File: src/rtl/rgb_fader_pkg.sv
// Shared widths, the green breathing-state type and the saturating duty step used by all
// three fade channels.
package rgb_fader_pkg;

  localparam int unsigned PWM_BITS = 8;
  localparam int unsigned DUTY_MAX = 255;

  localparam logic [PWM_BITS-1:0] DutyTop = DUTY_MAX[PWM_BITS-1:0];
  localparam logic [PWM_BITS-1:0] CntLast = {PWM_BITS{1'b1}};

  typedef enum logic {
    Up,
    Down
  } breathe_state_t;

  // One fade step toward 255 (up) or 0 (down), clamped at both ends via a 9-bit intermediate.
  function automatic logic [PWM_BITS-1:0] sat_step(input logic [PWM_BITS-1:0] duty,
                                                   input logic [PWM_BITS-1:0] step,
                                                   input logic                up);
    logic [PWM_BITS:0] wide;
    if (up) begin
      wide = {1'b0, duty} + {1'b0, step};
      sat_step = wide[PWM_BITS] ? DutyTop : wide[PWM_BITS-1:0];
    end else begin
      wide = {1'b0, duty} - {1'b0, step};
      sat_step = wide[PWM_BITS] ? '0 : wide[PWM_BITS-1:0];
    end
  endfunction

endpackage

File: src/rtl/rgb_fader_pwm_channel.sv
// One fade channel: saturating duty ramp, period-aligned shadow duty and registered PWM compare.
// The shadow only reloads at the end of a PWM period, so the output never glitches mid-period.
module pwm_channel
  import rgb_fader_pkg::*;
#(
  parameter int unsigned STEP = 1
) (
  input  logic                clk_i,
  input  logic                rst_ni,
  input  logic [PWM_BITS-1:0] pwm_cnt_i,
  input  logic                tick_i,
  input  logic                up_i,
  output logic [PWM_BITS-1:0] duty_next_o,
  output logic                pwm_o
);

  localparam logic [PWM_BITS-1:0] StepVal = STEP[PWM_BITS-1:0];

  logic [PWM_BITS-1:0] duty_q, duty_d;
  logic [PWM_BITS-1:0] active_q, active_d;
  logic                pwm_q, pwm_d;

  always_comb begin
    duty_d = duty_q;
    if (tick_i) begin
      duty_d = sat_step(duty_q, StepVal, up_i);
    end
  end

  // The shadow takes the pre-tick duty when a tick coincides with the reload.
  always_comb begin
    active_d = active_q;
    if (pwm_cnt_i == CntLast) begin
      active_d = duty_q;
    end
  end

  assign pwm_d = (pwm_cnt_i < active_q);

  always_ff @(posedge clk_i or negedge rst_ni) begin
    if (!rst_ni) begin
      duty_q   <= '0;
      active_q <= '0;
      pwm_q    <= 1'b0;
    end else begin
      duty_q   <= duty_d;
      active_q <= active_d;
      pwm_q    <= pwm_d;
    end
  end

  assign duty_next_o = duty_d;
  assign pwm_o       = pwm_q;

endmodule

File: src/rtl/rgb_fader.sv
// Three-channel PWM fader: button-driven red/blue ramps and a free-running green triangle,
// all sharing one 8-bit PWM counter and one fade-tick prescaler.
module rgb_fader
  import rgb_fader_pkg::*;
#(
  parameter int unsigned FADE_DIV = 187500,
  parameter int unsigned STEP     = 1
) (
  input  logic clk,
  input  logic rst_n,
  input  logic btn_red,
  input  logic btn_blue,
  output logic pwm_red,
  output logic pwm_green,
  output logic pwm_blue
);

  localparam int unsigned DivW = (FADE_DIV > 1) ? $clog2(FADE_DIV) : 1;
  localparam logic [DivW-1:0] DivLast = DivW'(FADE_DIV - 1);

  logic [PWM_BITS-1:0] pwm_cnt_q, pwm_cnt_d;
  logic [DivW-1:0]     div_cnt_q, div_cnt_d;
  logic                tick;
  breathe_state_t      breathe_q;

  logic [2:0]          ch_up;
  logic [2:0]          ch_pwm;
  logic [PWM_BITS-1:0] duty_next [3];

  assign tick      = (div_cnt_q == DivLast);
  assign pwm_cnt_d = pwm_cnt_q + PWM_BITS'(1);
  assign div_cnt_d = tick ? '0 : div_cnt_q + DivW'(1);

  always_ff @(posedge clk or negedge rst_n) begin
    if (!rst_n) begin
      pwm_cnt_q <= '0;
      div_cnt_q <= '0;
    end else begin
      pwm_cnt_q <= pwm_cnt_d;
      div_cnt_q <= div_cnt_d;
    end
  end

  // Green reverses on the tick that lands its duty on an end stop.
  always_ff @(posedge clk or negedge rst_n) begin
    if (!rst_n) begin
      breathe_q <= Up;
    end else if (tick) begin
      unique case (breathe_q)
        Up:   if (duty_next[1] == DutyTop) breathe_q <= Down;
        Down: if (duty_next[1] == '0)      breathe_q <= Up;
      endcase
    end
  end

  // Channel order: 0 red, 1 green, 2 blue.
  assign ch_up = {btn_blue, (breathe_q == Up), btn_red};

  for (genvar i = 0; i < 3; i++) begin : g_ch
    pwm_channel #(
      .STEP(STEP)
    ) u_ch (
      .clk_i      (clk),
      .rst_ni     (rst_n),
      .pwm_cnt_i  (pwm_cnt_q),
      .tick_i     (tick),
      .up_i       (ch_up[i]),
      .duty_next_o(duty_next[i]),
      .pwm_o      (ch_pwm[i])
    );
  end

  assign pwm_red   = ch_pwm[0];
  assign pwm_green = ch_pwm[1];
  assign pwm_blue  = ch_pwm[2];

endmodule

File: config.mk
export PLATFORM = sky130hd
export DESIGN_NAME = rgb_fader
export DESIGN_NICKNAME = d
export VERILOG_FILES = /design/src/rtl/rgb_fader_pkg.sv /design/src/rtl/rgb_fader_pwm_channel.sv /design/src/rtl/rgb_fader.sv
export SDC_FILE = /design/constraint.sdc
export NUM_CORES = 1
export LEC_CHECK = 0
export ABC_AREA = 1
export BUFFER_PORTS_ARGS = -buffer_cell sky130_fd_sc_hd__buf_2
export CORE_ASPECT_RATIO = 0.7
export CORE_UTILIZATION = 30
export CTS_CLUSTER_SIZE = 28
export DETAILED_ROUTE_END_ITERATION = 12
export GPL_TIMING_DRIVEN = 1
export MAX_ROUTING_LAYER = met4
export SKIP_LAST_GASP = 1
export SLEW_MARGIN = 5
export SYNTH_ARGS = -nofsm -noshare
export SYNTH_HDL_FRONTEND = slang
export SYNTH_HIERARCHICAL = 1
export SYNTH_SLANG_ARGS = --single-unit
File: constraint.sdc
create_clock -name clk -period 2.45 [get_ports clk]
set_input_delay 0.3675 -clock clk [delete_from_list [all_inputs] [get_ports clk]]
set_output_delay 0.3675 -clock clk [all_outputs]
set_load 0.01 [all_outputs]
# After elaboration in Yosys (flattened, before gate mapping)
# Cells that the tools add are included.
dict set report totals {
  wordCells 42
  input_bits 4
  reg_bits 78
}
dict set report op_classes {
  n_bitwise 1
  magnitude_cmp 3
  addsub 8
  n_eq_ne 3
  reduce_logical 1
  n_mux 14
}
# cell n
set ops {}
lappend ops {{8-bit two-way mux} 10}
lappend ops {{8-bit by 1-bit adder with 9-bit output, second input constant} 3}
lappend ops {{8-bit by 1-bit subtractor with 9-bit output, second input constant} 3}
lappend ops {{8-bit < comparator} 3}
lappend ops {{18-bit by 1-bit adder with 18-bit output, second input constant} 1}
lappend ops {{18-bit equality test, second input constant} 1}
lappend ops {{18-bit two-way mux} 1}
lappend ops {{8-bit equality test, second input constant} 2}
lappend ops {{8-bit by 1-bit adder with 8-bit output, second input constant} 1}
lappend ops {{8-bit logical NOT} 1}
lappend ops {{1-bit two-way mux} 2}
lappend ops {{1-bit one-hot mux with 2 select lines} 1}
lappend ops {{1-bit inverter} 1}

# Longest topological paths before layout
# Gate-level depths: netlist of the first run.
dict set report depth {
  depth_word 7
  ltp_mapped 17
}

# Modules after synthesis
# Netlist of the first run, hierarchy kept.
# module instances area_each_um2 cells_each
set by_module_without_submodules {}
lappend by_module_without_submodules {pwm_channel 3 1345.0 186}
lappend by_module_without_submodules {rgb_fader 1 1487.7 190}

# Least setup slack after synthesis of the first run
# Ideal clock, no wire load.
dict set report synth_timing {
  path_type {reg-to-reg}
  start {reg div_cnt_q[0]}
  end {reg breathe_q}
  slack_ns 0.483
  period_less_slack_ns 1.967
  stages_incl_launch_ff 17
  n_path_buf 0
  arrival_time_ns 1.850
  t_required_ns 2.333
  cell_sequence {dfrtp_1 -> ha_1 -> nand3_1 -> nor2_1 -> nand3_1 -> inv_1 -> nand2_2 -> inv_2 -> nand2_2 -> nor2_1 -> nor2_1 -> nor2_1 -> nand2_1 -> nor2_1 -> nand3_1 -> nand2_1 -> nand2_1}
}
# item line
set synth_lines {}
lappend synth_lines {{start: declaration} rgb_fader.sv:22} ;# logic [DivW-1:0] div_cnt_q, div_cnt_d;
lappend synth_lines {{start signal: assignment} rgb_fader.sv:40} ;# div_cnt_q <= div_cnt_d;
lappend synth_lines {{end signal: assignment} rgb_fader.sv:47} ;# breathe_q <= Up;
lappend synth_lines {{end signal: assignment} rgb_fader.sv:50} ;# Up: if (duty_next[1] == DutyTop) breathe_q <= Down;
lappend synth_lines {{end signal: assignment} rgb_fader.sv:51} ;# Down: if (duty_next[1] == '0) breathe_q <= Up;
lappend synth_lines {{end: declaration} rgb_fader.sv:24} ;# breathe_state_t breathe_q;

==> flow_summary.json, run 1 <==
{
  "outcome": "finished, final reports clean",
  "postCtsSetupRepairBufs": 0,
  "fin_total_pwr_mw": 2.80,
  "via_per_inst": 4.48,
  "std_cell_rows": 41,
  "clock_latency_ns": 0.34,
  "syn_area_sq_um": 5520,
  "drv_slew": 0,
  "track_usage_pct": 13.8,
  "drive_gt1_share_pct": 13.9,
  "regArea_sq_um": 1950,
  "met3_wirelength_um": 446,
  "power_density_nw_per_um2": 466,
  "crit_family": "simple AND/OR/NAND/NOR gates",
  "antenna_cells": 0,
  "start_kind": "flop",
  "syn_nets": 781,
  "pre_cts_slack_ns": 0.326,
  "wl_per_cell_um": 11.5,
  "fin_setup_tns_ns": 0,
  "timing.critical_path.arrival_ns": 2.40,
  "p_leak_nw": 3.09,
  "ys_seq_area_share_pct": 35.3,
  "grt_max_degree": 44,
  "path_cells": "ha_1 -> nand3_1 -> nor2_1 -> nand3_1 -> inv_1 -> buf_4 -> nor2_1 -> a21oi_1 -> and3_1 -> nand4_1 -> nand2_1",
  "critPathMaxFanout": 8,
  "drt-total-wl_mm": 11.4,
  "maxSlewHeadroom_pct": 54.8,
  "timing.rr.end": "breathe_q",
  "worstSetupPathType": "reg2reg",
  "dieArea_sq_um": 19000,
  "yosys.area.top_type": "dfrtp_1",
  "reg2reg_depth": 11,
  "clock-root-buffer": "clkbuf_16",
  "routabilityCongestion": 0.848,
  "rr_startpoint": "div_cnt_q[0]",
  "post-dp-hpwl_mm": 8.41,
  "critPathSlowestCell": "dfrtp_1",
  "place_inst": 973,
  "fin_ws_ns": 0.332,
  "drtPass1Iterations": 5,
  "start_util_pct": 30.7,
  "rsz0062_at_grt": "false",
  "met1_length_mm": 6.36,
  "tritoncts": "yes",
  "clock-sinks": 78,
  "vdd_drop_max_mv": 0.311,
  "endpoint_kind": "flop",
  "finalSetupViolations": 0,
  "fp.dieW_um": 164,
  "reg2reg_slack_ns": 0.33,
  "areaGrowthSynthToFinish_pct": 8.84,
  "worst-path-buf-inv": 2,
  "crit_start": "div_cnt_q[0]",
  "final_cell_mix": "nand2_1 (171), nor2_1 (101), inv_1 (99)",
  "die-height_um": 116,
  "fin_skew_ns": 0.00690,
  "cts.reportedPaths.clkPinSlew_ns": 0.06,
  "nFillCells": 1897,
  "max_freq_ghz": 0.472,
  "synth_area_per_cell_sq_um": 7.38,
  "post-route-min-period_ns": 2.12,
  "synthCells": 748,
  "hold_violations": 0,
  "netlist.area_leader.share_pct": 35.3,
  "cts_buffers": 9,
  "coreArea_sq_um": 18000,
  "synthTopCellsByArea": "dfrtp_1 (35%), nand2_1 (12%), nor2_1 (6.9%)",
  "vias": 4433,
  "tightest_slew_ns": 0.677,
  "multi_input_area_sq_um": 2940,
  "drt_iter0_drc": 296,
  "grt_pass1_vias": 4165,
  "htree_levels": 3,
  "grt_pass1_wl_mm": 20.1,
  "ys_ff_latch": 78,
  "cp.required_ns": 2.73,
  "io_pins": 7,
  "slowest_delay_ns": 0.39,
  "drc_errors": 0,
  "finalInstanceArea_sq_um": 6010,
  "dpl_cell_area_sq_um": 5690,
  "cts_max_path_buffers": 2,
  "ys.warnings.count": 6,
  "antenna_found_initial": 0,
  "ys_types": 32,
  "overflow": 0,
  "cts_resized": 0,
  "drtAntennaViolNets": 0,
  "stdcell_count": 989,
  "finalCritPeriodShare_pct": 86.4,
  "dr_wl_met2_mm": 4.45,
  "ctsHoldBuffers": 0,
  "hold_ws_ns": 0.0236,
  "drv_cap": 0,
  "maxUsedRoutingLayer": "met4",
  "nets": 781,
  "port_buffers": 6,
  "hp-class": "in2async",
  "layout.cells.most_common": "nand2_1",
  "post-route-util_pct": 33.4
}
-- cells by family after synthesis --
family	after synthesis	synth area share [%]
compound gates	84	9.49
xor+xnor	24	3.81
fa+ha+maj	29	6.57
buf+inv	133	11.4
flops	78	35.3
simple gates	400	33.4
-- how the worst max path moves through the flow --
stage,endpoint,slack [ns],depth (start not counted)
after global routing,breathe_q,0.06,16
after global placement,breathe_q,0.39,15
after detailed placement,breathe_q,0.33,11
after floorplan,breathe_q,0.48,16
final,breathe_q,0.33,11
after CTS,breathe_q,0.32,15
-- worst register-to-register path: cells and delay by family (launching register included) --
kind | cells | cell delay [ns]
AO/OA/AOI/OAI | 1 | 0.25
adder cells (fa/ha/maj) | 1 | 0.28
buffers and inverters | 2 | 0.34
flip-flops | 1 | 0.39
AND/OR/NAND/NOR | 7 | 0.81
-- sequential cells by signal (all words and copies together), names as in the netlist --
register / cells
g_ch.u_ch/active_q: 24
g_ch.u_ch/duty_q: 24
div_cnt_q: 18
pwm_cnt_q: 8
g_ch.u_ch/pwm_o: 3
breathe_q: 1
-- per-layer routing --
metal	vias up	global-route usage, %
met5	-	-
met4	0	3.58
met3	9	3.65
met2	58	18.7
met1	2005	19.9
li1	2361	-
-- where the power goes --
part           switching, mW  total, mW  internal, mW  leakage (nW)
sequential                 0       1.29          1.29         0.978
combinational         0.0430     0.0568        0.0138          1.95
clock                  0.536       1.46         0.922         0.156
total                  0.579       2.80          2.22          3.09
-- Yosys cell counts, drive strengths merged --
| cell type | instances |
|---|---|
| nand2 | 183 |
| nor3 | 3 |
| nand3b | 1 |
| and3 | 1 |
| nand4 | 21 |
| o21bai | 1 |
| or2 | 3 |
| inv | 111 |
| buf | 19 |
| nor2 | 129 |
| ha | 29 |
| and2 | 1 |
| dfrtp | 78 |
| o21ai | 45 |
| nor3b | 1 |
| xnor2 | 8 |
| o31ai | 3 |
| nand3 | 57 |
| xor2 | 16 |
| a31oi | 3 |
| clkbuf | 3 |
| a21oi | 32 |
-- area by class of cell --
| class | instances | area share, % |
|---|---|---|
| Inverter | 111 | 6.93 |
| Clock buffer | 11 | 4.04 |
| Clock inverter | 5 | 1.35 |
| Multi-Input combinational cell | 537 | 48.9 |
| Tap cell | 236 | 4.91 |
| Timing Repair Buffer | 11 | 1.37 |
| Sequential cell | 78 | 32.5 |
Power figures use the tool's default switching activity.
==> run 2, diff against run 1 <==
==> constraint.sdc (replaced) <==
create_clock -name clk -period 2.45 [get_ports clk]
set_input_delay 0.1225 -clock clk [delete_from_list [all_inputs] [get_ports clk]]
set_output_delay 0.1225 -clock clk [all_outputs]
set_load 0.01 [all_outputs]
==> run 2 against run 1 <==
  * Register-to-register slack hardly changed
  * Setup slack worse by 0.011 ns
  * Sequential cell count stayed put
  * Via count is 1.4% higher
  * Critical path depth is 4 higher
  * Clock-buffer cell count stayed put
  * First-iteration DRC count is 18% higher
  * Global-route usage is 0.51 points higher
  * Highest routed layer unchanged
==> flow_summary.json, run 2 (synthesis results as in run 1) <==
{
  "regArea_sq_um": 1950,
  "wl_per_cell_um": 11.7,
  "nets": 781,
  "drv_cap": 0,
  "cp-endpoint": "breathe_q",
  "grt_pass1_wl_mm": 20.8,
  "layout.cells.most_common": "nand2_1",
  "clock_latency_ns": 0.35,
  "start_util_pct": 30.7,
  "multi_input_area_sq_um": 2940,
  "port_buffers": 6,
  "cts_buffers": 9,
  "fin_total_pwr_mw": 2.81,
  "hp-class": "in2reg",
  "postCtsSetupRepairBufs": 0,
  "maxSlewHeadroom_pct": 54.7,
  "vias": 4494,
  "worstSetupPathType": "reg2reg",
  "critPathMaxFanout": 8,
  "vdd_drop_max_mv": 0.341,
  "htree_levels": 3,
  "clock-root-buffer": "clkbuf_16",
  "coreArea_sq_um": 18000,
  "hold_ws_ns": 0.131,
  "timing.critical_path.arrival_ns": 2.37,
  "post-route-util_pct": 33.4,
  "fin_setup_tns_ns": 0,
  "grt_max_degree": 45,
  "nFillCells": 1894,
  "routabilityCongestion": 0.853,
  "endpoint_kind": "flop",
  "reg2reg_depth": 15,
  "drt-total-wl_mm": 11.5,
  "tightest_slew_ns": 0.679,
  "fin_skew_ns": 0.00406,
  "drive_gt1_share_pct": 13.8,
  "fp.dieW_um": 164,
  "areaGrowthSynthToFinish_pct": 8.90,
  "post-route-min-period_ns": 2.13,
  "drt_iter0_drc": 348,
  "cp.required_ns": 2.69,
  "p_leak_nw": 3.09,
  "post-dp-hpwl_mm": 8.48,
  "power_density_nw_per_um2": 467,
  "crit_start": "div_cnt_q[0]",
  "die-height_um": 116,
  "dieArea_sq_um": 19000,
  "overflow": 0,
  "reg2reg_slack_ns": 0.32,
  "finalSetupViolations": 0,
  "antenna_found_initial": 1,
  "std_cell_rows": 41,
  "drtPass1Iterations": 5,
  "track_usage_pct": 14.3,
  "drtAntennaViolNets": 0,
  "finalCritPeriodShare_pct": 86.9,
  "outcome": "finished, final reports clean",
  "cts_max_path_buffers": 2,
  "tritoncts": "yes",
  "timing.rr.end": "breathe_q",
  "stdcell_count": 989,
  "place_inst": 972,
  "reg.largest.list": "g_ch.u_ch/active_q (24), g_ch.u_ch/duty_q (24), div_cnt_q (18)",
  "rsz0062_at_grt": "false",
  "max_freq_ghz": 0.470,
  "clock-sinks": 78,
  "final_cell_mix": "nand2_1 (171), nor2_1 (101), inv_1 (99)",
  "start_kind": "flop",
  "cts.reportedPaths.clkPinSlew_ns": 0.06,
  "io_pins": 7,
  "drv_slew": 0,
  "drc_errors": 0,
  "hold_violations": 0,
  "grt_pass1_vias": 4228,
  "rr_startpoint": "div_cnt_q[0]",
  "via_per_inst": 4.54
}
-- run 2: cell types whose count changed in the layout (fill, tap and decap cells not counted), sizes merged --
cell         before  now
dlygate4sd3       0    1
clkinv            1    2
diode             0    1
clkinvlp          1    0
inv             112  111
buf              11   10
-- run 2: worst max-delay path, stage by stage (launching register included) --
cell     delay (ns)
dfrtp_1        0.38
ha_1           0.29
nand3_1        0.13
nor2_1         0.10
nand3_1        0.12
inv_1          0.18
buf_4          0.19
inv_1          0.06
nand2_1        0.05
nand2_1        0.08
nor2_1         0.12
nand2_1        0.06
nor2_1         0.08
nand3_1        0.08
nand2_1        0.07
nand2_1        0.04
-- run 2: what timing repair did --
item                      in CTS  in global routing
resized for setup              0                  0
hold buffers                   1                  0
hold endpoints to repair      34                  0
-- run 2: how the worst min path moves through the flow --
stage / to / slack [ns] / start / depth (start not counted)
global route: g_ch[0].u_ch/duty_q[1] / 0.15 / btn_red / 3
detailed placement: pwm_cnt_q[7] / 0.13 / rst_n / 1
floorplan: breathe_q / -0.17 / rst_n / 0
global placement: pwm_cnt_q[6] / 0.12 / rst_n / 1
finish: g_ch[0].u_ch/duty_q[1] / 0.13 / btn_red / 3
CTS: g_ch[0].u_ch/duty_q[1] / 0.12 / btn_red / 3
-- run 2: through the flow --
stage               instance area [sq um]  setup WS (ns)
global route                         6010         0.0261
detailed placement                   5680          0.329
floorplan                            5520          0.483
global placement                     5680          0.392
finish                               6010          0.321
CTS                                  6010          0.311
-- run 2: layout make-up --
class,count,area share [%]
antenna,1,0.0416
clock buffer,11,4.20
clock inverter,4,1.16
inverter,111,6.93
multi-input combinational,537,48.9
sequential,78,32.5
tap,236,4.91
timing repair buffer,11,1.41
-- run 2: per-layer routing --
layer	global-route usage [%]	vias to the layer above	share of wire [%]
met3	3.54	10	5.0
met4	4.44	0	1.0
met2	19.2	101	38
li1	-	2362	-
met5	-	-	0
met1	20.7	2021	56
-- run 2: power by group --
group | switching, mW | internal [mW] | leakage, nW
Sequential | 0 | 1.29 | 0.978
Combinational | 0.0426 | 0.0139 | 1.95
Clock | 0.525 | 0.938 | 0.161
==> run 3, diff against run 2 <==
- ABC_AREA: 1 -> not set
==> run 3 against run 2 <==
  * The flow now finishes with violations (hold timing, setup timing)
  * Hold slack worse by 0.18 ns
  * Final area down 1.1%
  * Clock skew up 0.0042 ns
  * Area after synthesis fell by 13%
  * Critical path type unchanged
  * Via count decreased by 7.7%
  * Highest routed layer unchanged
  * Routed wire length up 2.9%
  * Largest cell class unchanged
==> flow_summary.json, run 3 <==
{
  "synthAdderAreaFrac_pct": 7.51,
  "clock-root-buffer": "clkbuf_16",
  "endpoint_kind": "flop",
  "reg2reg_slack_ns": -0.44,
  "hold_ws_ns": -0.0499,
  "ys.warnings.count": 6,
  "netSwitchingFraction_pct": 22.5,
  "crit_start": "div_cnt_q[9]",
  "critPathSlowestCell": "or4b_4",
  "reg2reg_depth": 9,
  "post-route-min-period_ns": 2.89,
  "power_frac_seq_pct": 47.9,
  "syn_nets": 563,
  "timing.critical_path.arrival_ns": 3.11,
  "synth_top_family_by_area": "simple AND/OR/NAND/NOR gates",
  "hold_violations": 68,
  "start_kind": "flop",
  "drtAntennaViolNets": 0,
  "antenna_cells": 0,
  "fin_ws_ns": -0.440,
  "grt_pass1_vias": 3953,
  "hp-class": "in2async",
  "drv_slew": 0,
  "outcome": "complete, but fails checks",
  "cts_buffers": 9,
  "rsz0062_at_grt": "true",
  "finalSetupViolations": 16,
  "cts.reportedPaths.clkPinSlew_ns": 0.06,
  "grt_max_degree": 79,
  "track_usage_pct": 15.3,
  "routabilityCongestion": 0.944,
  "cp-endpoint": "breathe_q",
  "via_per_inst": 5.26,
  "max_freq_ghz": 0.346,
  "synth_area_per_cell_sq_um": 9.11,
  "synth-compound-area-share_pct": 17.2,
  "synthCells": 530,
  "drc_errors": 0,
  "timing.rr.end": "breathe_q",
  "tightest_slew_ns": 1.01,
  "ctsHoldBuffers": 0,
  "nets": 617,
  "p_int_mw": 2.10,
  "drv_cap": 0,
  "vdd_drop_max_mv": 0.261,
  "fin_setup_tns_ns": -2.36,
  "final_cell_mix": "dfrtp_1 (78), buf_4 (56), nor2_1 (53)",
  "areaGrowthSynthToFinish_pct": 23.1,
  "finalCritPeriodShare_pct": 118,
  "post-dp-hpwl_mm": 8.01,
  "coreArea_sq_um": 15600,
  "synth_top_cells_by_count": "dfrtp_1 (78), nor2_1 (53), nand2_1 (49), inv_1 (38), o21ai_0 (31)",
  "synthTopCellsByArea": "dfrtp_1 (40%), ha_1 (7.5%), nor2_1 (4.1%)",
  "synth_edf_count": 0,
  "violations": "hold timing, setup timing",
  "clock-sinks": 78,
  "pre_cts_slack_ns": -0.418,
  "power_density_nw_per_um2": 456,
  "drive_gt1_share_pct": 19.5,
  "port_buffers": 6,
  "slowest_delay_ns": 0.56,
  "start_util_pct": 31.0,
  "p_clk_share_pct": 49.2,
  "yosys.cell_count.top_type": "dfrtp_1",
  "syn_area_sq_um": 4830,
  "p_leak_nw": 2.61,
  "std_cell_rows": 38,
  "wl_per_cell_um": 15.0,
  "io_pins": 7,
  "drt_iter0_drc": 337,
  "drt-total-wl_mm": 11.9,
  "synth-xor-area-share_pct": 5.26,
  "reg.largest.list": "g_ch.u_ch/active_q (24), g_ch.u_ch/duty_q (24), div_cnt_q (18)",
  "layout.cells.most_common": "dfrtp_1",
  "async_flop_share_pct": 100,
  "cp.required_ns": 2.67,
  "nFillCells": 1532,
  "drtPass1Iterations": 5,
  "overflow": 0,
  "p_switching_mw": 0.610,
  "netlist.area_leader.share_pct": 40.4,
  "cts_max_path_buffers": 2,
  "grt_pass1_wl_mm": 19.8,
  "ys_seq_area_share_pct": 40.4,
  "fin_skew_ns": 0.00823,
  "clock_latency_ns": 0.34,
  "antenna_found_initial": 0,
  "tritoncts": "yes",
  "worstSetupPathType": "reg2reg",
  "path_cells": "or4b_4 -> nor4_4 -> and2_4 -> clkinvlp_4 -> a2111oi_1 -> a211oi_2 -> nor4_2 -> and3_1 -> a21oi_1",
  "die-height_um": 108,
  "synth-main-ff-cell": "dfrtp_1",
  "fp.dieW_um": 154,
  "synth.area.mux_share_pct": 1.32,
  "synth-simple-area-share_pct": 22.5,
  "rr_startpoint": "div_cnt_q[9]",
  "pwr-share-comb_pct": 2.9,
  "ys_types": 45,
  "maxSlewHeadroom_pct": 32.7,
  "dieArea_sq_um": 16600,
  "htree_levels": 3,
  "yosys.area.top_type": "dfrtp_1",
  "ys_ff_latch": 78,
  "vias": 4148,
  "critPathMaxFanout": 4
}
[run 3: kinds of logic after synthesis]
kind of cell	Yosys count
AO/OA/AOI/OAI	120
XOR/XNOR	29
adder cells (fa/ha/maj)	29
buffers and inverters	60
flip-flops	78
multiplexers	6
AND/OR/NAND/NOR	208
[run 3: worst min path at each step]
stage	end	cells after the start	startpoint	slack, ns
finish	div_cnt_q[0]	1	rst_n	-0.05
CTS	g_ch[0].u_ch/duty_q[3]	1	rst_n	0.008
global placement	div_cnt_q[15]	1	rst_n	0.36
detailed placement	div_cnt_q[15]	1	rst_n	0.37
global route	div_cnt_q[0]	1	rst_n	0.04
floorplan	breathe_q	0	rst_n	-0.17
[run 3: layer usage]
layer,track usage [%],routed length (um)
met1,21.4,5930
met2,22.2,5180
met3,4.05,682
met4,3.07,81
met5,-,0
[run 3: cell type report]
| class | count | area (sq um) | share of cell area, % |
|---|---|---|---|
| sequential | 78 | 1950 | 32.8 |
| timing repair buffer | 65 | 542 | 9.11 |
| multi-input combinational | 392 | 2750 | 46.2 |
| clock buffer | 9 | 225 | 3.79 |
| inverter | 38 | 154 | 2.59 |
| tap | 200 | 250 | 4.21 |
| clock inverter | 7 | 75.1 | 1.26 |
[run 3: power by group through the flow]
stage / Combinational (mW) / Clock (mW) / Sequential, mW
floorplan: 0.0416 / 0 / 1.32
global placement: 0.0753 / 0 / 1.32
detailed placement: 0.0771 / 0 / 1.32
CTS: 0.0778 / 1.37 / 1.30
global route: 0.0898 / 1.42 / 1.30
finish: 0.0776 / 1.33 / 1.30
[run 3: repair_timing]
item,CTS,global route
buffers inserted,5,3
pin swaps,10,4
resized for setup,18,12
cloned,2,0
setup endpoints to repair,18,26
[run 3: through the flow]
stage	utilization [%]	instance area (sq um)	hold slack (ns)	cells	power, mW
2_1_floorplan	-	4870	-0.173	530	1.36
3_3_place_gp	34.5	5380	0.356	763	1.40
3_5_place_dp	34.5	5380	0.370	763	1.40
5_1_grt	38.1	5950	0.0436	789	2.81
4_1_cts	37.6	5870	0.00817	786	2.75
6_report	38.1	5950	-0.0499	789	2.71
[run 3: worst max-delay path, delay by kind of cell (launching register included)]
kind	cells	cell delay, ns
compound gates	3	0.70
buf+inv	1	0.14
flops	1	0.40
simple gates	5	1.53
